--- src/rtl/mem_io_responder.sv ---
`default_nettype none
// ============================================================================
// Module   : mem_io_responder
// Brief    : CPU byte-bus responder: RAM/IO decode, one-wait-cycle reads,
//            RX/TX ports, cycle counter with coherent snapshot, halt flag.
// Revision : 1.0  initial release
// ============================================================================
module mem_io_responder #(
    parameter int RAM_AW    = 17,
    parameter int TXQ_DEPTH = 8
) (
    input  logic              clk_in,
    input  logic              rst_in,
    input  logic [31:0]       mem_a,
    input  logic              mem_wr,
    input  logic [7:0]        mem_dout,
    output logic [7:0]        mem_din,
    output logic              rdy_out,
    output logic [RAM_AW-1:0] ram_a,
    output logic              ram_we,
    output logic [7:0]        ram_wdata,
    input  logic [7:0]        ram_rdata,
    input  logic              rx_valid,
    input  logic [7:0]        rx_data,
    output logic              rx_ready,
    output logic              tx_valid,
    output logic [7:0]        tx_data,
    input  logic              tx_ready,
    output logic              halt,
    output logic              tx_ovf
);

    localparam int c_ptr_w = (TXQ_DEPTH > 1) ? $clog2(TXQ_DEPTH) : 1;
    localparam int c_cnt_w = c_ptr_w + 1;
    localparam logic [c_cnt_w-1:0] c_depth    = c_cnt_w'(TXQ_DEPTH);
    localparam logic [c_cnt_w-1:0] c_depth_m2 = c_cnt_w'(TXQ_DEPTH - 2);
    localparam logic [c_cnt_w-1:0] c_cnt_one  = c_cnt_w'(1);
    localparam logic [c_ptr_w-1:0] c_ptr_one  = c_ptr_w'(1);

    // ------------------------------------------------------------------
    // Address decode
    // ------------------------------------------------------------------
    logic       w_is_io;
    logic       w_is_ram;
    logic       w_io_rd;
    logic       w_io_wr;
    logic [2:0] w_off;
    logic       w_unused_addr;

    assign w_is_io       = (mem_a[17:16] == 2'b11);
    assign w_is_ram      = ~mem_a[17];
    assign w_io_rd       = w_is_io & ~mem_wr;
    assign w_io_wr       = w_is_io & mem_wr;
    assign w_off         = mem_a[2:0];
    assign w_unused_addr = ^mem_a[31:18];

    // ------------------------------------------------------------------
    // Cycle counter and snapshot
    // ------------------------------------------------------------------
    logic [31:0] r_cycle_cnt;
    logic [31:0] r_snap;
    logic        w_snap_ld;

    always_ff @(posedge clk_in or negedge rst_in) begin
        if (!rst_in) begin
            r_cycle_cnt <= 32'd0;
        end else begin
            r_cycle_cnt <= r_cycle_cnt + 32'd1;
        end
    end

    always_ff @(posedge clk_in or negedge rst_in) begin
        if (!rst_in) begin
            r_snap <= 32'd0;
        end else if (w_snap_ld) begin
            r_snap <= r_cycle_cnt;
        end
    end

    // ------------------------------------------------------------------
    // I/O read data and side-effect strobes
    // ------------------------------------------------------------------
    logic [7:0] w_io_rdata;
    logic       w_rx_pop;

    always_comb begin
        w_io_rdata = 8'h00;
        w_rx_pop   = 1'b0;
        w_snap_ld  = 1'b0;
        if (w_io_rd) begin
            case (w_off)
                3'd0: begin
                    if (rx_valid) begin
                        w_io_rdata = rx_data;
                        w_rx_pop   = 1'b1;
                    end
                end
                3'd4: begin
                    w_io_rdata = r_cycle_cnt[7:0];
                    w_snap_ld  = 1'b1;
                end
                3'd5:    w_io_rdata = r_snap[15:8];
                3'd6:    w_io_rdata = r_snap[23:16];
                3'd7:    w_io_rdata = r_snap[31:24];
                default: w_io_rdata = 8'h00;
            endcase
        end
    end

    // ------------------------------------------------------------------
    // Read response. A RAM read shows ram_rdata directly during the
    // response cycle and is folded into r_hold on the following edge, so
    // mem_din keeps that byte while later writes move ram_a.
    // ------------------------------------------------------------------
    logic       r_rd_ram;
    logic [7:0] r_hold;

    always_ff @(posedge clk_in or negedge rst_in) begin
        if (!rst_in) begin
            r_rd_ram <= 1'b0;
            r_hold   <= 8'h00;
        end else begin
            if (r_rd_ram) begin
                r_hold <= ram_rdata;
            end
            if (!mem_wr) begin
                r_rd_ram <= w_is_ram;
                if (!w_is_ram) begin
                    r_hold <= w_io_rdata;
                end
            end else begin
                r_rd_ram <= 1'b0;
            end
        end
    end

    assign mem_din = r_rd_ram ? ram_rdata : r_hold;

    // ------------------------------------------------------------------
    // RAM port and RX strobe, held inactive while reset is asserted
    // ------------------------------------------------------------------
    assign ram_a     = rst_in ? mem_a[RAM_AW-1:0] : '0;
    assign ram_wdata = rst_in ? mem_dout : 8'h00;
    assign ram_we    = rst_in & w_is_ram & mem_wr;
    assign rx_ready  = rst_in & w_rx_pop;

    // ------------------------------------------------------------------
    // TX FIFO
    // ------------------------------------------------------------------
    logic [7:0]         r_txq [TXQ_DEPTH];
    logic [c_ptr_w-1:0] r_wr_ptr;
    logic [c_ptr_w-1:0] r_rd_ptr;
    logic [c_cnt_w-1:0] r_count;
    logic               w_push;
    logic [7:0]         w_push_data;
    logic               w_pop;
    logic               w_full;
    logic               w_accept;

    assign w_push      = w_io_wr & (((w_off == 3'd0) & (mem_dout != 8'h00)) |
                                    (w_off == 3'd4));
    assign w_push_data = (w_off == 3'd4) ? 8'h00 : mem_dout;
    assign w_pop       = (r_count != '0) & tx_ready;
    assign w_full      = (r_count == c_depth);
    // A full FIFO still takes a push when the head leaves in the same cycle
    assign w_accept    = w_push & (~w_full | w_pop);

    always_ff @(posedge clk_in) begin
        if (w_accept) begin
            r_txq[r_wr_ptr] <= w_push_data;
        end
    end

    always_ff @(posedge clk_in or negedge rst_in) begin
        if (!rst_in) begin
            r_wr_ptr <= '0;
            r_rd_ptr <= '0;
            r_count  <= '0;
        end else begin
            if (w_accept) begin
                r_wr_ptr <= r_wr_ptr + c_ptr_one;
            end
            if (w_pop) begin
                r_rd_ptr <= r_rd_ptr + c_ptr_one;
            end
            case ({w_accept, w_pop})
                2'b10:   r_count <= r_count + c_cnt_one;
                2'b01:   r_count <= r_count - c_cnt_one;
                default: r_count <= r_count;
            endcase
        end
    end

    assign tx_valid = (r_count != '0);
    assign tx_data  = tx_valid ? r_txq[r_rd_ptr] : 8'h00;
    assign rdy_out  = (r_count <= c_depth_m2);

    // ------------------------------------------------------------------
    // Sticky flags
    // ------------------------------------------------------------------
    logic r_halt;
    logic r_tx_ovf;

    always_ff @(posedge clk_in or negedge rst_in) begin
        if (!rst_in) begin
            r_halt   <= 1'b0;
            r_tx_ovf <= 1'b0;
        end else begin
            if (w_io_wr && (w_off == 3'd4)) begin
                r_halt <= 1'b1;
            end
            if (w_push && !w_accept) begin
                r_tx_ovf <= 1'b1;
            end
        end
    end

    assign halt   = r_halt;
    assign tx_ovf = r_tx_ovf;

endmodule
`default_nettype wire

--- config.mk ---
export PLATFORM = sky130hd
export DESIGN_NAME = mem_io_responder
export DESIGN_NICKNAME = d
export VERILOG_FILES = /design/src/rtl/mem_io_responder.sv
export SDC_FILE = /design/constraint.sdc
export NUM_CORES = 1
export LEC_CHECK = 0
export BUFFER_PORTS_ARGS = -buffer_cell sky130_fd_sc_hd__buf_4
export CAP_MARGIN = 20
export CORE_ASPECT_RATIO = 0.8
export CORE_MARGIN = 5
export CORE_UTILIZATION = 35
export DETAILED_ROUTE_END_ITERATION = 16
export GPL_TIMING_DRIVEN = 1
export MAX_ROUTING_LAYER = met4
export SLEW_MARGIN = 20
export SYNTH_ARGS = -nofsm -noshare
export SYNTH_HDL_FRONTEND = slang
export SYNTH_SLANG_ARGS = --single-unit
--- constraint.sdc ---
create_clock -name clk_in -period 2.6 [get_ports clk_in]
set_input_delay 0.26 -clock clk_in [delete_from_list [all_inputs] [get_ports clk_in]]
set_output_delay 0.26 -clock clk_in [all_outputs]
set_load 0.02 [all_outputs]
==> results of run 1 <==
-- what timing repair did --
| item | CTS | global route |
|---|---|---|
| hold buffers | 1 | 0 |
| endpoints found under the hold margin | 26 | 0 |
| buffers inserted | 0 | 0 |
| gates resized for setup | 0 | 0 |
-- sequential cells by signal, indices dropped and copies added, names as in the netlist --
register / cells
r_txq: 64
r_cycle_cnt: 32
r_snap: 24
r_hold: 8
r_count: 4
r_rd_ptr: 3
r_wr_ptr: 3
halt: 1
r_rd_ram: 1
tx_ovf: 1
-- per-stage QoR --
| step | utilization [%] | total power, W | setup slack (ps) |
|---|---|---|---|
| 2_1_floorplan | - | 0.00366 | 192 |
| 5_1_grt | 44.0 | 0.00665 | 117 |
| 3_5_place_dp | 40.9 | 0.00422 | 251 |
| 6_report | 44.0 | 0.00634 | 210 |
| 4_1_cts | 44.0 | 0.00643 | 182 |
| 3_3_place_gp | 40.9 | 0.00418 | 292 |
-- power groups by stage --
stage	Combinational (W)	Clock, W	Sequential (W)
3_5_place_dp	0.00151	0	0.00271
3_3_place_gp	0.00148	0	0.00270
4_1_cts	0.00151	0.00225	0.00266
6_report	0.00149	0.00219	0.00266
2_1_floorplan	0.00107	0	0.00259
5_1_grt	0.00163	0.00234	0.00269
-- per-layer routing --
metal,share of wire [%],up-vias
met5,0,-
met4,0.82,0
met3,4.8,12
met2,48,97
met1,47,2052
li1,-,1888
-- area by class of cell --
cell class	count	share of cell area, %
timing repair buffer	109	10.4
inverter	9	0.428
sequential	141	48.7
clock inverter	14	1.41
clock buffer	18	5.44
multi-input combinational	285	29.9
tap	230	3.65
-- cells in the final DEF (no fill, tap or decap), types with 5 or more instances in the layout --
cell type | Yosys | routed
a21o_1 | 6 | 6
a21oi_1 | 5 | 5
a222oi_1 | 8 | 8
and2_1 | 28 | 28
and3_1 | 6 | 6
buf_4 | 0 | 108
clkbuf_16 | 0 | 17
clkinvlp_4 | 0 | 5
dfrtp_1 | 77 | 77
edfxtp_1 | 64 | 64
ha_1 | 5 | 5
inv_1 | 7 | 7
inv_6 | 0 | 6
mux2_2 | 33 | 33
mux2i_1 | 13 | 13
mux4_2 | 16 | 16
nand2_1 | 31 | 31
nand3_1 | 11 | 11
nand4_1 | 8 | 8
nor2_1 | 23 | 23
nor2b_1 | 11 | 11
nor3_1 | 7 | 7
xnor2_1 | 26 | 26
xor2_1 | 11 | 11
-- cell families (layout without fill, tap and decap cells) --
| family | Yosys count | after routing |
|---|---|---|
| fa+ha+maj | 6 | 6 |
| flops | 141 | 141 |
| compound gates | 36 | 36 |
| mux | 63 | 63 |
| xor+xnor | 37 | 37 |
| buf+inv | 29 | 150 |
| simple gates | 143 | 143 |
-- path summary, 6_finish.rpt --
check | startpoint | end | cells past startpoint
setup / recovery | r_rd_ptr[1]$_DFFE_PN0P_ | tx_data[5] | 4
setup reg to reg | r_count[1]$_DFFE_PN0P_ | r_count[3]$_DFFE_PN0P_ | 11
hold / removal | mem_wr | r_rd_ram$_DFF_PN0_ | 2
hold reg to reg | r_cycle_cnt[31]$_DFF_PN0_ | r_cycle_cnt[31]$_DFF_PN0_ | 1
min in group asynchronous | rst_in | r_cycle_cnt[2]$_DFF_PN0_ | 2
max in group asynchronous | rst_in | r_count[0]$_DFFE_PN0P_ | 3
==> results.md, run 1 <==
* Status: complete, no violations
* Hold Path Class: in2reg
* Die ar. at 0.0209 mm^2
* Post-Syn Area per Cell at 13.9 um^2
* Top-Level Pins at 108
* Seq/Total Area, Yosys at 60.7%
* CTS H-tree depth at 4
* Max Clock Skew at 9.26 ps
* Post-route minimum period at 2390 ps
* Starting Density at 35.3%
* Yosys cell types at 46
* Grt total ovfl at 0
* Setup crit start kind: flop
* Syn. warnings at 0
* Ratio of cells with drive above 1 in the final layout at 34.4%
* Largest delay contributor family on the critical path: flip-flops
* Iteration-0 DRC count of the detailed router at 226
* Post-synth top cells: 77 x dfrtp_1, 64 x edfxtp_1, 33 x mux2_2
* Met1 Track Usage GR at 19.5%
* Setup TNS at 0 ps
* Crit Path Category: reg2out
* Grt met3 use at 3.41%
* Tcrit/Tclk final at 91.9%
* WP buf/inv at 1
* Synth Area in Compound Gates at 4.54%
* Critical Path Slowest Stage Cell: dfrtp_1
* Hold Fails Final Rpt at 0
* Final-layout fill cell count at 1640
* Synth Area in Simple Gates at 12.5%
* Area delta synth->final at 24.6%
* Vias per cell at 5.02
* Post-Syn Area at 0.00634 mm^2
* DRC Markers at 0
* Reg clk slew, reported paths at 60 ps
* Synthesized instance count at 455
* GR Layer Usage met2 at 23.2%
* Largest net degree at the start of global routing at 56
* Synth area leader: dfrtp_1
* Final wirelength at 14500 um
* Max Fclk at 418 MHz
* Pre-antenna DRT Iters at 5
* Clk buf depth at 2
* CTS root buf: clkbuf_16
* Final ANT Viol Nets at 0
* Antenna Cells at 0
* Max_slew headroom at 43.8%
* CTS Buf Count at 17
* Non-filler instance count after layout at 806
* Register bit total from synthesis at 141
* Worst endpoint required time at 2340 ps
* Crit Path Max Fanout at 18
* Final net count at 630
* Sequential share of power at 42.0%
* Chip width at 160 um
* RSZ-0062 raised after global routing: no
* Switching Power at 0.00190 W
* XOR/XNOR Fraction of Synth Area at 5.11%
* Port buffer count at 93
* Skew-Pair Late Insertion Delay at 410 ps
* Critical Path AT at 2130 ps
* Main area contributors after synthesis: dfrtp_1 30%, edfxtp_1 30%, mux2_2 5.9%
* Leakage at 3.33 nW
* DP HPWL at 10500 um
* FF/Latch Area at 0.00385 mm^2
* Cell Pwr Density at 803 mW/mm^2
* Post-Syn Nets at 522
* Final Wtd Congestion at 0.830
* Clock power frac at 34.6%
* Crit path cell chain: mux4_2 -> mux2i_1 -> nor2_1 -> buf_4
* Main flop type after synthesis: dfrtp_1
* CP max stage delay at 890 ps
* Crit path capture type: output port
* Area of the multi-input gates at 0.00236 mm^2
* Largest family of logic cells by synthesized area: multiplexers
* CTS tree: done
* Initial antenna violation count at 0
* GR peak layer: met2
* Sw frac at 29.9%
* Number of global-route vias before repair at 4296
* Post-DP Area at 0.00734 mm^2
* Async SR Flop Fraction at 54.6%
* Worst Max-Slew Pin Slew at 843 ps
* Post-synth EDFFs at 64
* Maxcap violations at 0
* Area of the core at 0.0179 mm^2
* R2R Setup Slk at 350 ps
* Post-DR wirelength/cell at 18.0 um
* Cell area after layout at 0.00790 mm^2
* Die height at 130 um
* Total Routing Usage GR at 14.9%
* P_int at 0.00444 W
* Row cnt at 44
* Count leader, synth: dfrtp_1
* Peak VDD IR at 0.000363 V
* Combinational share of power at 23.4%
* Placed Cells at 773
* Final Max Slew Viols at 0
* Adder-Cell Fraction of Synth Area at 1.30%
* DR vias at 4049
* Min Hold Slack at 37.5 ps
* Total clock sinks at 141
* Synth top area share at 30.4%
* First-pass GRT wire length at 23400 um
* Post-synthesis mux area share at 13.8%
* # setup viols final at 0
Power figures use the tool's default switching activity.
==> run 2, diff against run 1 <==
--- a/config.mk
+++ b/config.mk
@@ -5,6 +5,7 @@
 export SDC_FILE = /design/constraint.sdc
 export NUM_CORES = 1
 export LEC_CHECK = 0
+export ABC_AREA = 1
 export BUFFER_PORTS_ARGS = -buffer_cell sky130_fd_sc_hd__buf_4
 export CAP_MARGIN = 20
 export CORE_ASPECT_RATIO = 0.8
@@ -13,6 +14,7 @@
 export DETAILED_ROUTE_END_ITERATION = 16
 export GPL_TIMING_DRIVEN = 1
 export MAX_ROUTING_LAYER = met4
+export PLACE_DENSITY = 0.66
 export SLEW_MARGIN = 20
 export SYNTH_ARGS = -nofsm -noshare
 export SYNTH_HDL_FRONTEND = slang
==> run 2 against run 1 <==
Sequential share of layout area fell by 2.8 points. Clock power rose by 7%. First-iteration DRC count rose by 130%. Register-to-register slack improved by 140 ps. Die area rose by 5.1%. Flip-flop and latch count did not move. Critical path depth rose by 2. Largest cell class unchanged. Routed wire length rose by 14%. Maximum frequency fell by 2.2%.
==> results.md, run 2 <==
* Status: complete, no violations
* Total Routing Usage GR at 16.1%
* Seq/Total Area, Yosys at 57.6%
* Post-synth top cells: 136 x nand2_1, 100 x inv_1, 88 x nor2_1
* Max Clock Skew at 11.2 ps
* Initial antenna violation count at 0
* Post-Syn Area per Cell at 9.29 um^2
* Sequential share of power at 37.8%
* Final net count at 902
* Max_slew headroom at 56.1%
* Post-synth EDFFs at 64
* Clock power frac at 34.9%
* Vias per cell at 4.72
* Largest delay contributor family on the critical path: compound AO/OA/AOI/OAI gates
* Switching Power at 0.00223 W
* Yosys cell types at 35
* Ratio of cells with drive above 1 in the final layout at 20.4%
* Combinational share of power at 27.3%
* Reg clk slew, reported paths at 60 ps
* DRC Markers at 0
* Post-Syn Area at 0.00669 mm^2
* Largest net degree at the start of global routing at 69
* Setup TNS at 0 ps
* Post-DR wirelength/cell at 15.0 um
* Peak VDD IR at 0.000388 V
* Setup crit start kind: flop
* Tcrit/Tclk final at 93.9%
* Critical Path AT at 2180 ps
* Clk buf depth at 2
* CTS tree: done
* Die ar. at 0.0220 mm^2
* Post-Syn Nets at 787
* Hold Fails Final Rpt at 0
* Sw frac at 33.3%
* Register bit total from synthesis at 141
* Iteration-0 DRC count of the detailed router at 525
* Final-layout fill cell count at 1798
* Crit Path Max Fanout at 22
* Most common cell after layout, fill and taps aside: nand2_1
* Main area contributors after synthesis: dfrtp_1 29%, edfxtp_1 29%, nand2_1 7.6%
* P_int at 0.00447 W
* First-pass GRT wire length at 26900 um
* Starting Density at 35.4%
* Crit path capture type: output port
* Max Fclk at 409 MHz
* Post-route minimum period at 2440 ps
* Crit Path Category: reg2out
* CTS resizes at 0
* Min Hold Slack at 21.4 ps
* Port buffer count at 93
* Top-Level Pins at 108
* Final core occ at 44.4%
* Pre-CTS setup slack at 441 ps
* Crit path cell chain: inv_1 -> o21ai_0 -> o22ai_1 -> o21ai_0 -> a31oi_1 -> buf_4
* CTS H-tree depth at 4
* Post-CTS Setup Inserts at 0
* # setup viols final at 0
* Skew-Pair Late Insertion Delay at 420 ps
* DR vias at 5216
* Chip width at 165 um
* Worst setup slack after layout at 158 ps
* Grt total ovfl at 0
* WP buf/inv at 2
* Worst Max-Slew Pin Slew at 658 ps
* Hold Path Class: in2reg
* Synth area leader: dfrtp_1
* Tot Pwr at 0.00669 W
* Synth top area share at 28.8%
* CTS Buf Count at 17
* Synthesized instance count at 720
* Top reg by flops: r_txq
* Die height at 134 um
* Number of global-route vias before repair at 5091
* Row cnt at 45
* Area delta synth->final at 25.3%
* Most frequent cells in the layout: 136 x nand2_1, 111 x buf_4, 100 x inv_1, 88 x nor2_1, 77 x dfrtp_1
* Final ANT Viol Nets at 0
* Final Max Slew Viols at 0
* Top cell by count, worst path: o21ai_0
* CTS root buf: clkbuf_16
* Syn. warnings at 0
* Max reg flops at 64
* Final wirelength at 16500 um
* Maxcap violations at 0
* Final Wtd Congestion at 0.894
* Total clock sinks at 141
* DP HPWL at 12100 um
* RSZ-0062 raised after global routing: no
* Pre-antenna DRT Iters at 8
* Main flop type after synthesis: dfrtp_1
* Antenna Cells at 0
* Count leader, synth: nand2_1
* Worst endpoint required time at 2340 ps
* Async SR Flop Fraction at 54.6%
* Area of the core at 0.0189 mm^2
* Leakage at 3.88 nW
* Top flop regs: r_txq x64, r_cycle_cnt x32, r_snap x24
* Cell Pwr Density at 799 mW/mm^2
* Critical Path Slowest Stage Cell: inv_1
* CP max stage delay at 490 ps
[run 2: cell types whose count changed after synthesis, sizes merged, moves of 16 or more]
cell / delta
nand2: +111
inv: +99
o21ai: +75
nor2: +71
and2: -29
mux2: -25
xnor2: -21
nor3: +18
xor2: +18
mux4: -16
[run 2: path summary, 6_finish.rpt]
check	from	endpoint	slack, ps	cells after the start
min in group asynchronous	rst_in	r_snap[29]$_DFFE_PN0P_	300	2
setup / recovery	r_rd_ptr[0]$_DFFE_PN0P_	tx_data[6]	160	6
hold / removal	mem_a[17]	r_rd_ram$_DFF_PN0_	20	2
hold reg to reg	r_cycle_cnt[30]$_DFF_PN0_	r_cycle_cnt[30]$_DFF_PN0_	480	1
max in group asynchronous	rst_in	r_rd_ram$_DFF_PN0_	1610	3
setup reg to reg	r_count[0]$_DFFE_PN0P_	r_count[3]$_DFFE_PN0P_	490	15
[run 2: kinds of logic after synthesis]
logic type      Yosys count  share of synthesized area, %
flops                   141                          57.6
buf+inv                 127                          7.41
compound gates          106                          8.36
fa+ha+maj                 6                          1.24
xor+xnor                 34                          4.45
mux                       9                          1.52
simple gates            297                          19.5
[run 2: stage by stage]
stage               cells  area (um^2)
global placement     1072         7780
floorplan             720         6690
global route         1106         8380
detailed placement   1072         7780
CTS                  1106         8380
finish               1106         8380
[run 2: power groups by stage]
stage | sequential (W) | combinational, W | clock [W]
2_1_floorplan | 0.00258 | 0.00113 | 0
3_3_place_gp | 0.00258 | 0.00181 | 0
3_5_place_dp | 0.00257 | 0.00183 | 0
4_1_cts | 0.00253 | 0.00185 | 0.00239
5_1_grt | 0.00255 | 0.00205 | 0.00249
6_report | 0.00253 | 0.00183 | 0.00234
[run 2: what timing repair did]
action	in CTS	in global routing
hold buffers	2	0
endpoints found under the hold margin	2	0
endpoints found under the setup margin	0	0
[run 2: worst register-to-register path, delay by kind of cell (launching register included)]
family                     cells  cell delay (ps)
and+or+nand+nor                9              840
DFF                            1              420
adders and majority gates      1              330
buffers and inverters          4              230
AOI/OAI and AO/OA              1              190
[run 2: area by class of cell]
type                            count  area [um^2]  area share, %
Sequential cell                   141         3850           45.9
Inverter                          109          410           4.90
Clock inverter                     15          155           1.85
Tap cell                          258          323           3.85
Clock buffer                       17          425           5.08
Timing Repair Buffer              114          873           10.4
Multi-Input combinational cell    452         2340           28.0
[run 2: per-layer routing]
layer	GRT usage [%]	wire length, um	vias up
met5	-	0	-
met4	4.20	143	0
met1	23.7	7940	2450
met2	22.5	7200	173
met3	3.65	1260	16
li1	-	-	2577
